[src/rtl/genius_round_ctrl_if.sv]
// genius_round_ctrl_if: game inputs, sequence-memory port and player-facing outputs of the round controller
interface genius_round_ctrl_if;
   logic       start;
   logic [1:0] rand_in;
   logic       btn_valid;
   logic [1:0] btn_value;
   logic [3:0] mem_addr;
   logic       mem_we;
   logic [1:0] mem_wdata;
   logic [1:0] mem_rdata;
   logic       led_on;
   logic [1:0] led_value;
   logic       score_inc;
   logic [4:0] round_len;
   logic       busy;
   logic       game_over;
   logic       win;
   modport slave (
      input  start, rand_in, btn_valid, btn_value, mem_rdata,
      output mem_addr, mem_we, mem_wdata, led_on, led_value, score_inc, round_len, busy, game_over, win
   );
   modport master (
      output start, rand_in, btn_valid, btn_value, mem_rdata,
      input  mem_addr, mem_we, mem_wdata, led_on, led_value, score_inc, round_len, busy, game_over, win
   );
endinterface

[src/rtl/genius_round_ctrl.sv]
// genius_round_ctrl: Simon-style round sequencer -- grows the sequence, plays it back, checks player presses
module genius_round_ctrl #(
   parameter int MAX_LEN        = 16,
   parameter int SHOW_CYCLES    = 4,
   parameter int GAP_CYCLES     = 2,
   parameter int TIMEOUT_CYCLES = 64
) (
   input logic clk,
   input logic rst,
   genius_round_ctrl_if.slave bus
);
   typedef enum logic [2:0] {IDLE, APPEND, SHOW_ON, SHOW_GAP, WAIT_INPUT, ROUND_DONE, LOSE, WIN} state_t;
   localparam int CW = $clog2(SHOW_CYCLES + GAP_CYCLES + 1);
   localparam int TW = $clog2(TIMEOUT_CYCLES + 1);
   state_t        state_q, state_d;
   logic [4:0]    len_q, len_d;
   logic [3:0]    idx_q, idx_d;
   logic [CW-1:0] cnt_q, cnt_d;
   logic [TW-1:0] tmr_q, tmr_d;
   logic          last;
   assign last = ({1'b0, idx_q} + 5'd1) == len_q;
   always_comb begin
      state_d = state_q;
      len_d   = len_q;
      idx_d   = idx_q;
      cnt_d   = cnt_q;
      tmr_d   = tmr_q;
      case (state_q)
         IDLE, LOSE, WIN: if (bus.start) begin
            len_d   = '0;
            state_d = APPEND;
         end
         APPEND: begin
            len_d   = len_q + 5'd1;
            idx_d   = '0;
            cnt_d   = '0;
            state_d = SHOW_ON;
         end
         SHOW_ON: if (cnt_q == CW'(SHOW_CYCLES - 1)) begin
            cnt_d   = '0;
            state_d = SHOW_GAP;
         end else cnt_d = cnt_q + 1'b1;
         SHOW_GAP: if (cnt_q == CW'(GAP_CYCLES - 1)) begin
            cnt_d   = '0;
            idx_d   = last ? 4'd0 : idx_q + 4'd1;
            tmr_d   = '0;
            state_d = last ? WAIT_INPUT : SHOW_ON;
         end else cnt_d = cnt_q + 1'b1;
         // a press wins over the timeout; the timer would reach TIMEOUT_CYCLES on this idle cycle
         WAIT_INPUT: if (bus.btn_valid) begin
            if (bus.btn_value != bus.mem_rdata) state_d = LOSE;
            else if (last) state_d = ROUND_DONE;
            else begin
               idx_d = idx_q + 4'd1;
               tmr_d = '0;
            end
         end else if (tmr_q == TW'(TIMEOUT_CYCLES - 1)) state_d = LOSE;
         else tmr_d = tmr_q + 1'b1;
         ROUND_DONE: state_d = (len_q == 5'(MAX_LEN)) ? WIN : APPEND;
         default: ;
      endcase
   end
   always_ff @(posedge clk or posedge rst) begin
      if (rst) begin
         state_q <= IDLE;
         len_q   <= '0;
         idx_q   <= '0;
         cnt_q   <= '0;
         tmr_q   <= '0;
      end else begin
         state_q <= state_d;
         len_q   <= len_d;
         idx_q   <= idx_d;
         cnt_q   <= cnt_d;
         tmr_q   <= tmr_d;
      end
   end
   assign bus.mem_we    = state_q == APPEND;
   assign bus.mem_addr  = (state_q == APPEND) ? len_q[3:0] :
                          (state_q == SHOW_ON || state_q == WAIT_INPUT) ? idx_q : 4'd0;
   assign bus.mem_wdata = (state_q == APPEND) ? bus.rand_in : 2'd0;
   assign bus.led_on    = state_q == SHOW_ON;
   assign bus.led_value = (state_q == SHOW_ON) ? bus.mem_rdata : 2'd0;
   assign bus.score_inc = state_q == ROUND_DONE;
   assign bus.round_len = len_q;
   assign bus.busy      = !(state_q == IDLE || state_q == LOSE || state_q == WIN);
   assign bus.game_over = state_q == LOSE || state_q == WIN;
   assign bus.win       = state_q == WIN;
endmodule

[src/flat_wrapper.sv]
// flat-port wrapper written by rule: the top's interface ports become plain ports
module genius_round_ctrl_flat 
#(
   parameter int MAX_LEN        = 16,
   parameter int SHOW_CYCLES    = 4,
   parameter int GAP_CYCLES     = 2,
   parameter int TIMEOUT_CYCLES = 64
)
  (clk, rst, bus_start, bus_rand_in, bus_btn_valid, bus_btn_value, bus_mem_rdata, bus_mem_addr, bus_mem_we, bus_mem_wdata, bus_led_on, bus_led_value, bus_score_inc, bus_round_len, bus_busy, bus_game_over, bus_win);
  genius_round_ctrl_if bus_i ();
  input logic clk;
  input logic rst;
  input wire logic [$bits(bus_i.start)-1:0] bus_start;
  input wire logic [$bits(bus_i.rand_in)-1:0] bus_rand_in;
  input wire logic [$bits(bus_i.btn_valid)-1:0] bus_btn_valid;
  input wire logic [$bits(bus_i.btn_value)-1:0] bus_btn_value;
  input wire logic [$bits(bus_i.mem_rdata)-1:0] bus_mem_rdata;
  output wire logic [$bits(bus_i.mem_addr)-1:0] bus_mem_addr;
  output wire logic [$bits(bus_i.mem_we)-1:0] bus_mem_we;
  output wire logic [$bits(bus_i.mem_wdata)-1:0] bus_mem_wdata;
  output wire logic [$bits(bus_i.led_on)-1:0] bus_led_on;
  output wire logic [$bits(bus_i.led_value)-1:0] bus_led_value;
  output wire logic [$bits(bus_i.score_inc)-1:0] bus_score_inc;
  output wire logic [$bits(bus_i.round_len)-1:0] bus_round_len;
  output wire logic [$bits(bus_i.busy)-1:0] bus_busy;
  output wire logic [$bits(bus_i.game_over)-1:0] bus_game_over;
  output wire logic [$bits(bus_i.win)-1:0] bus_win;
  assign bus_i.start = bus_start;
  assign bus_i.rand_in = bus_rand_in;
  assign bus_i.btn_valid = bus_btn_valid;
  assign bus_i.btn_value = bus_btn_value;
  assign bus_i.mem_rdata = bus_mem_rdata;
  assign bus_mem_addr = bus_i.mem_addr;
  assign bus_mem_we = bus_i.mem_we;
  assign bus_mem_wdata = bus_i.mem_wdata;
  assign bus_led_on = bus_i.led_on;
  assign bus_led_value = bus_i.led_value;
  assign bus_score_inc = bus_i.score_inc;
  assign bus_round_len = bus_i.round_len;
  assign bus_busy = bus_i.busy;
  assign bus_game_over = bus_i.game_over;
  assign bus_win = bus_i.win;
  genius_round_ctrl #(.MAX_LEN(MAX_LEN), .SHOW_CYCLES(SHOW_CYCLES), .GAP_CYCLES(GAP_CYCLES), .TIMEOUT_CYCLES(TIMEOUT_CYCLES)) u_core (.clk(clk), .rst(rst), .bus(bus_i));
endmodule
[config.mk]
export PLATFORM = sky130hd
export DESIGN_NAME = genius_round_ctrl_flat
export DESIGN_NICKNAME = d
export VERILOG_FILES = /design/src/rtl/genius_round_ctrl_if.sv /design/src/rtl/genius_round_ctrl.sv /design/src/flat_wrapper.sv
export SDC_FILE = /design/constraint.sdc
export NUM_CORES = 1
export LEC_CHECK = 0
export ABC_AREA = 0
export ABC_CLOCK_PERIOD_IN_PS = 3400
export CAP_MARGIN = 20
export CORE_UTILIZATION = 50
export DETAILED_ROUTE_END_ITERATION = 12
export GPL_ROUTABILITY_DRIVEN = 1
export PLACE_DENSITY = 0.8
export SLEW_MARGIN = 20
export SYNTH_ARGS = -nofsm -noshare
export SYNTH_HDL_FRONTEND = slang
export SYNTH_SLANG_ARGS = --single-unit
[constraint.sdc]
create_clock -name clk -period 3.4 [get_ports clk]
set_clock_uncertainty 0.05 [all_clocks]
set_input_delay 0.85 -clock clk [delete_from_list [all_inputs] [get_ports clk]]
set_output_delay 0.85 -clock clk [all_outputs]
set_load 0.02 [all_outputs]
==> results.cfg, run 1 <==
[route]
wl_per_cell_um = 13.45
avgViaCountPerCell = 5.589
drt_iter0_markers = 72
drc = 0
wirelength_mm = 3.698
drtAntennaViolNets = 0
drt_pass1_iterations = 4
vias = 1537

[sta]
final-setup-viol-count = 0
layout_setup_ws_ps = 187.3
rsz0062_at_grt = no
slew_viol_final = 0
fmax_ghz = 0.3113
tightest_slew_ps = 842.3
maxSlewHeadroom_pct = 43.78
final.period_utilization_pct = 94.49
final-hold-violation-count = 0
setup_tns_ps = 0
min_period_ps = 3213

[setup_path]
cp_top_family = buffers and inverters
path_class = reg2out
crit_path_max_fanout = 11
crit_slowest_cell = clkdlybuf4s50_1
cp_data_arrival_time_ps = 2310
path_buf_inv = 2
cp-end-kind = output pin
cpPeakStageDelay_ps = 540
crit_required_ps = 2500
start_kind = register
crit_chain = nor2_1, nand2_1, clkinv_1, a22o_1, clkdlybuf4s50_1

[global_route]
grt.overflow.total = 0
grt_pass1_vias = 1441
grt_max_degree = 23
grt_pass1_wl_mm = 6.258
antenna_found_initial = 0
grt_usage_pct = 23.08

[synth]
asyncSetResetFlopFracSynth_pct = 100.0
synth_cell_type_count = 47
yosysTopAreaCell = dfrtp_1
syn_inst = 203
syn_nets = 223
ys.flop_type = dfrtp_1
syn_area_per_cell_um2 = 8.247
ys_ff_latch = 22
syn_area_um2 = 1674
synth.most_common_cell = nand2_1
yosys-top-cells-count = 23 x nand2_1, 22 x dfrtp_1, 21 x nor2_1, 21 x o21ai_0, 17 x inv_1
synth_top_area_share_pct = 32.88
synth_edf_count = 0
seq_area_frac_synth_pct = 32.88
yosysWarnings = 0
netlist_top_cells_area = dfrtp_1 33%, ha_1 7.5%, o21ai_0 6.3%

[cells_and_area]
drive_gt1_share_pct = 7.359
multi_input_area_um2 = 1027
register_area_um2 = 551.8
fin_cells = 275
fillers = 278
layout-area-overhead-vs-synth_pct = 21.97
postLayoutCoreUtil_pct = 65.81
layout.nets = 252
n_antenna_cell = 0

[floorplanning]
die-area_um2 = 3584
start_util_pct = 53.95
die_h_um = 59.87
die_w_um = 59.87
io_pins = 29
core_area_um2 = 3103
rows = 20

[power]
p_per_area_nw_per_um2 = 722.5
ir_drop_v = 0.0003036
leakage_nw = 0.8618
power.total_mw = 1.475

[clock_network]
cts_setup_buffers = 0
clock_latency_ps = 320
cts_buffer_depth = 2
cts.clk_slew.worst_paths_ps = 140
cts_tree = yes
cts-root-buf = clkbuf_4
clock-sinks = 22
h-tree-depth = 1
cts_buffers = 3

[placement]
placed_cells = 271
place_ws_ps = 431.1
routabilityCongestion = 0.8151
dp_hpwl_mm = 2.735
io_buffer_count = 28

[flow_run]
cap_viol_max_count = 0

[hold_path]
hp-class = reg2reg

[outcome]
outcome = finished, final reports clean
logic make-up (layout without fill, tap and decap cells):
group	count (synthesis)	after routing	synth area share, %
AO/OA/AOI/OAI	58	58	23.99
XOR/XNOR	5	5	2.616
adder cells (fa/ha/maj)	10	10	7.474
buffers and inverters	23	51	5.979
flip-flops	22	22	32.89
multiplexers	5	5	3.139
AND/OR/NAND/NOR	80	80	23.92
sequential cells by signal (all words and copies together) (netlist names):
name	flops
u_core.bus.round_len	5
u_core.idx_q	4
u_core.state_q	3
u_core.tmr_q	7
u_core.cnt_q	3
area by class of cell:
type	count	area share, %
multi-input cells	158	50.31
flip-flops and latches	22	27.02
clock inverters	1	1.471
well taps	44	2.696
repair buffers	29	14.09
clock buffers	3	1.103
inverters	18	3.309
path summary, 6_finish.rpt:
| check | start | end | slack, ps | cells after the start |
|---|---|---|---|---|
| setup / recovery | u_core.state_q[2] | bus_mem_addr[2] | 190 | 5 |
| hold / removal | u_core.tmr_q[0] | u_core.tmr_q[0] | 480 | 1 |
| setup reg to reg | u_core.idx_q[0] | u_core.tmr_q[6] | 980 | 7 |
| hold reg to reg | u_core.tmr_q[0] | u_core.tmr_q[0] | 480 | 1 |
| max in group asynchronous | rst | u_core.state_q[1] | 1800 | 2 |
| min in group asynchronous | rst | u_core.idx_q[2] | 930 | 2 |
placed cells by master, fill, tap and decap left out, types with 4 or more instances in the layout:
cell type        netlist  layout
nor2_1                21      21
o21ai_0               21      21
o22ai_1                4       4
clkdlybuf4s50_1        0      28
nand3_1                9       9
inv_1                 17      17
dfrtp_1               22      21
o31ai_1                4       4
ha_1                  10      10
and3_1                 5       5
nand2b_1               5       5
nand2_1               23      23
and2_1                 5       5
timing repair:
item / 4_1_cts / 5_1_grt
endpoints found under the setup margin: 0 / 3
hold buffers: 0 / 0
resized for setup: 0 / 2
routing by layer:
layer	global-route usage (%)	vias up	share of wire, %
met5	0	-	0
met4	5.980	0	0.81
met3	2.597	4	6.4
met2	39.21	53	46
met1	31.11	711	47
li1	-	769	-
where the power goes:
part           total (mW)  internal [mW]  switching (mW)
Sequential          0.437          0.334           0.103
Clock               0.207          0.119          0.0876
Combinational       0.832          0.352           0.480
per-stage QoR:
step | hold WS (ps) | cell area [um2]
global placement | 444.1 | 1984
CTS | 486.5 | 2037
detailed placement | 470.9 | 1984
finish | 478.1 | 2042
global route | 521.3 | 2042
floorplan | 428.2 | 1674
Power figures use the tool's default switching activity.
==> run 2: changes to the inputs <==
--- a/config.mk
+++ b/config.mk
@@ -7,11 +7,12 @@
 export LEC_CHECK = 0
 export ABC_AREA = 0
 export ABC_CLOCK_PERIOD_IN_PS = 3400
-export CAP_MARGIN = 20
 export CORE_UTILIZATION = 50
 export DETAILED_ROUTE_END_ITERATION = 12
+export DONT_BUFFER_PORTS = 1
 export GPL_ROUTABILITY_DRIVEN = 1
-export PLACE_DENSITY = 0.8
+export MAX_ROUTING_LAYER = met4
+export PLACE_DENSITY = 0.69
 export SLEW_MARGIN = 20
 export SYNTH_ARGS = -nofsm -noshare
 export SYNTH_HDL_FRONTEND = slang
==> results.cfg, run 2 (synthesis gave the netlist of run 1 again) <==
[outcome]
outcome = finished, final reports clean

[sta]
maxSlewHeadroom_pct = 40.88
final-hold-violation-count = 0
hold_slack_ps = 482.6
slew_viol_final = 0
final.period_utilization_pct = 87.00
rsz0062_at_grt = no
layout_setup_ws_ps = 441.9
fmax_ghz = 0.3381
min_period_ps = 2958
tightest_slew_ps = 885.9
setup_tns_ps = 0
final-setup-viol-count = 0

[placement]
place_ws_ps = 840.3
dp_hpwl_mm = 2.845
io_buffer_count = 0
routabilityCongestion = 0.8846

[power]
power.total_mw = 1.372
leakage_nw = 0.7611
ir_drop_v = 0.0004904
p_per_area_nw_per_um2 = 781.3

[route]
drc = 0
drt_pass1_iterations = 4
drtAntennaViolNets = 0
wl_per_cell_um = 15.06
vias = 1459
wirelength_mm = 3.721
avgViaCountPerCell = 5.907
drt_iter0_markers = 66

[cells_and_area]
layout.nets = 224
layout-area-overhead-vs-synth_pct = 4.932
top_register = u_core.tmr_q
layout_commonest_cell = nand2_1
n_antenna_cell = 0
layout_common_cells = 23 x nand2_1, 22 x dfrtp_1, 21 x nor2_1, 21 x o21ai_0, 17 x inv_1
postLayoutCoreUtil_pct = 56.61
drive_gt1_share_pct = 7.389
largest_reg_flops = 7

[global_route]
grt_pass1_wl_mm = 6.175
grt_pass1_vias = 1410
grt_usage_pct = 23.55
antenna_found_initial = 0
grt_max_degree = 23
grt.overflow.total = 0

[setup_path]
crit_required_ps = 2500
crit_path_max_fanout = 13
start_kind = register
reg2regPathDepth = 7
cp-end-kind = output pin
cp_data_arrival_time_ps = 2060
path_class = reg2out

[clock_network]
cts_setup_buffers = 0
cts_resized = 0
ctsHoldBuffers = 0
cts_tree = yes
clock-sinks = 22
cts_buffers = 3
cts-root-buf = clkbuf_4
clock_latency_ps = 320
cts.clk_slew.worst_paths_ps = 140
cts_buffer_depth = 2
h-tree-depth = 1

[floorplanning]
die_w_um = 59.87
io_pins = 29
start_util_pct = 53.95
die_h_um = 59.87
core_area_um2 = 3103
die-area_um2 = 3584
rows = 20

[hold_path]
hp-class = reg2reg
hold_depth = 1

[flow_run]
cap_viol_max_count = 0
## run 2: cell count changes in the layout (fill, tap and decap cells not counted), sizes merged
cell and delta:
clkdlybuf4s50 -28
## run 2: power by group
part           switching, mW  total (mW)  internal [mW]
clock network         0.0922       0.211          0.119
registers              0.108       0.440          0.332
logic                  0.465       0.721          0.257
total                  0.665        1.37          0.708
## run 2: stage by stage
| step | cell area [um2] | cells |
|---|---|---|
| floorplan | 1674 | 203 |
| global placement | 1704 | 243 |
| detailed placement | 1704 | 243 |
| CTS | 1757 | 247 |
| global route | 1757 | 247 |
| finish | 1757 | 247 |
## run 2: worst max-delay path: stages, from the launching register on
cell      delay (ps)
dfrtp_1          580
nor2_1           150
nand2_1          220
clkinv_1         360
a22o_1           420
## run 2: final cells by class
type | count | area (um2)
Clock buffer | 3 | 22.52
Clock inverter | 1 | 30.03
Fill cell | 312 | 1346
Inverter | 18 | 67.56
Multi-Input combinational cell | 158 | 1023
Sequential cell | 22 | 550.5
Tap cell | 44 | 55.05
Timing Repair Buffer | 1 | 7.507
## run 2: path summary, 6_finish.rpt
check / startpoint / endpoint / slack [ps]
max in group asynchronous: rst / u_core.state_q[0] / 2230
setup / recovery: u_core.state_q[1] / bus_mem_addr[2] / 440
setup reg to reg: u_core.idx_q[0] / u_core.tmr_q[6] / 1030
min in group asynchronous: rst / u_core.bus.round_len[3] / 530
hold reg to reg: u_core.tmr_q[0] / u_core.tmr_q[0] / 480
hold / removal: u_core.tmr_q[0] / u_core.tmr_q[0] / 480
## run 2: routing by layer
metal  share of wire, %  GRT usage (%)  routed length (um)  vias to the layer above
met5                  0              -                   0                        -
met4                1.1          6.645                  42                        0
met3                3.7          2.381                 137                        5
met2                 49          38.57                1806                       41
met1                 47          30.85                1733                      701
li1                   -              -                   -                      712
==> run 3: changes to the inputs <==
--- a/config.mk
+++ b/config.mk
@@ -6,13 +6,13 @@
 export NUM_CORES = 1
 export LEC_CHECK = 0
 export ABC_AREA = 0
-export ABC_CLOCK_PERIOD_IN_PS = 3400
+export ABC_CLOCK_PERIOD_IN_PS = 2600
 export CORE_UTILIZATION = 50
 export DETAILED_ROUTE_END_ITERATION = 12
 export DONT_BUFFER_PORTS = 1
 export GPL_ROUTABILITY_DRIVEN = 1
 export MAX_ROUTING_LAYER = met4
-export PLACE_DENSITY = 0.69
+export PLACE_DENSITY = 0.72
 export SLEW_MARGIN = 20
 export SYNTH_ARGS = -nofsm -noshare
 export SYNTH_HDL_FRONTEND = slang
==> constraint.sdc (replaced) <==
create_clock -name clk -period 2.6 [get_ports clk]
set_clock_uncertainty 0.05 [all_clocks]
set_input_delay 0.65 -clock clk [delete_from_list [all_inputs] [get_ports clk]]
set_output_delay 0.65 -clock clk [all_outputs]
set_load 0.02 [all_outputs]
==> results.cfg, run 3 (synthesis gave the netlist of run 1 again) <==
[floorplanning]
die_w_um = 59.87
die_h_um = 59.87
rows = 20
die-area_um2 = 3584
io_pins = 29
core_area_um2 = 3103
start_util_pct = 53.95

[placement]
routabilityCongestion = 0.8499
dp_hpwl_mm = 2.912
io_buffer_count = 0

[sta]
tightest_slew_ps = 824.8
setup_tns_ps = 0
fmax_ghz = 0.4043
min_period_ps = 2473
final-hold-violation-count = 0
rsz0062_at_grt = no
hold_slack_ps = 315.2
slew_viol_final = 0
final.period_utilization_pct = 95.12
maxSlewHeadroom_pct = 44.95
final-setup-viol-count = 0

[route]
drc = 0
drtAntennaViolNets = 0
wl_per_cell_um = 15.03
drt_iter0_markers = 48
avgViaCountPerCell = 5.876
vias = 1475
wirelength_mm = 3.772
drt_pass1_iterations = 4

[clock_network]
h-tree-depth = 1
cts_buffer_depth = 2
cts_tree = yes
clock-sinks = 22
cts-root-buf = clkbuf_4
cts_buffers = 3
cts.clk_slew.worst_paths_ps = 130
clock_latency_ps = 320

[flow_run]
cap_viol_max_count = 0

[power]
leakage_nw = 0.7832
ir_drop_v = 0.0005826
p_per_area_nw_per_um2 = 1031

[setup_path]
cp_data_arrival_time_ps = 1770
cp-end-kind = output pin
startpoint = u_core.state_q[1]
timing.rr.end = u_core.tmr_q[6]
reg2regPathDepth = 7
crit_path_max_fanout = 13
start_kind = register
rr_startpoint = u_core.idx_q[0]
crit_required_ps = 1900
reg2reg_setup_slack_ps = 360
path_class = reg2out
cp-endpoint = bus_mem_addr[3]

[global_route]
antenna_found_initial = 0
grt_pass1_wl_mm = 6.244
grt_max_degree = 23
grt_pass1_vias = 1514
grt_usage_pct = 24.22
grt.overflow.total = 0

[cells_and_area]
top_register = u_core.tmr_q
largest_reg_flops = 7
layout-area-overhead-vs-synth_pct = 7.324
layout.nets = 228
layout_common_cells = 22 x nand2_1, 21 x nor2_1, 21 x o21ai_0
drive_gt1_share_pct = 11.59
n_antenna_cell = 0
layout_commonest_cell = nand2_1

[outcome]
outcome = finished, final reports clean

[hold_path]
hp-class = in2async
run 3: metrics by stage:
stage,total power [mW],setup slack (ps),utilization [%],std cells,instance area [um2]
floorplan,1.330,468.4,-,203,1674
global placement,1.510,356.1,55.89,247,1734
detailed placement,1.563,261.1,55.89,247,1734
CTS,1.842,56.66,57.66,251,1789
global route,1.995,15.78,57.90,251,1797
finish,1.853,126.8,57.90,251,1797
run 3: worst max-delay path, stage by stage (launching register included):
cell and delay, ps:
dfrtp_2 510, nor2_1 280, nand2_2 180, clkinv_2 170, a22o_1 300
run 3: area by class of cell:
cell class | count | area, um2
sequential | 22 | 553.0
timing repair buffer | 5 | 37.54
multi-input combinational | 158 | 1030
clock inverter | 1 | 30.03
clock buffer | 3 | 22.52
fill | 304 | 1306
inverter | 18 | 68.82
tap | 44 | 55.05
run 3: metal layers:
layer / up-vias / global-route usage [%] / share of wire, %
li1: 720 / - / -
met3: 8 / 2.597 / 4.9
met5: - / - / 0
met1: 694 / 25.51 / 43
met2: 53 / 43.33 / 50
met4: 0 / 14.29 / 2.5
run 3: power breakdown:
part	switching (mW)	leakage, nW	internal, mW
sequential	0.154	0.296	0.437
combinational	0.623	0.459	0.371
clock	0.112	0.0279	0.156
total	0.889	0.783	0.964
run 3: timing repair:
action | in CTS | in global routing
resized for setup | 2 | 3
pin swaps | 0 | 0
setup endpoints to repair | 2 | 4
hold buffers | 0 | 0
setup buffers | 0 | 0
run 3: worst min-delay path by stage:
stage                                          to  slack [ps]  depth (start not counted)
after floorplan                   u_core.tmr_q[0]         430                          1
after global placement            u_core.tmr_q[0]         440                          1
after detailed placement          u_core.tmr_q[0]         460                          1
after CTS                 u_core.bus.round_len[4]         340                          1
after global routing      u_core.bus.round_len[4]         370                          1
final                     u_core.bus.round_len[4]         320                          1
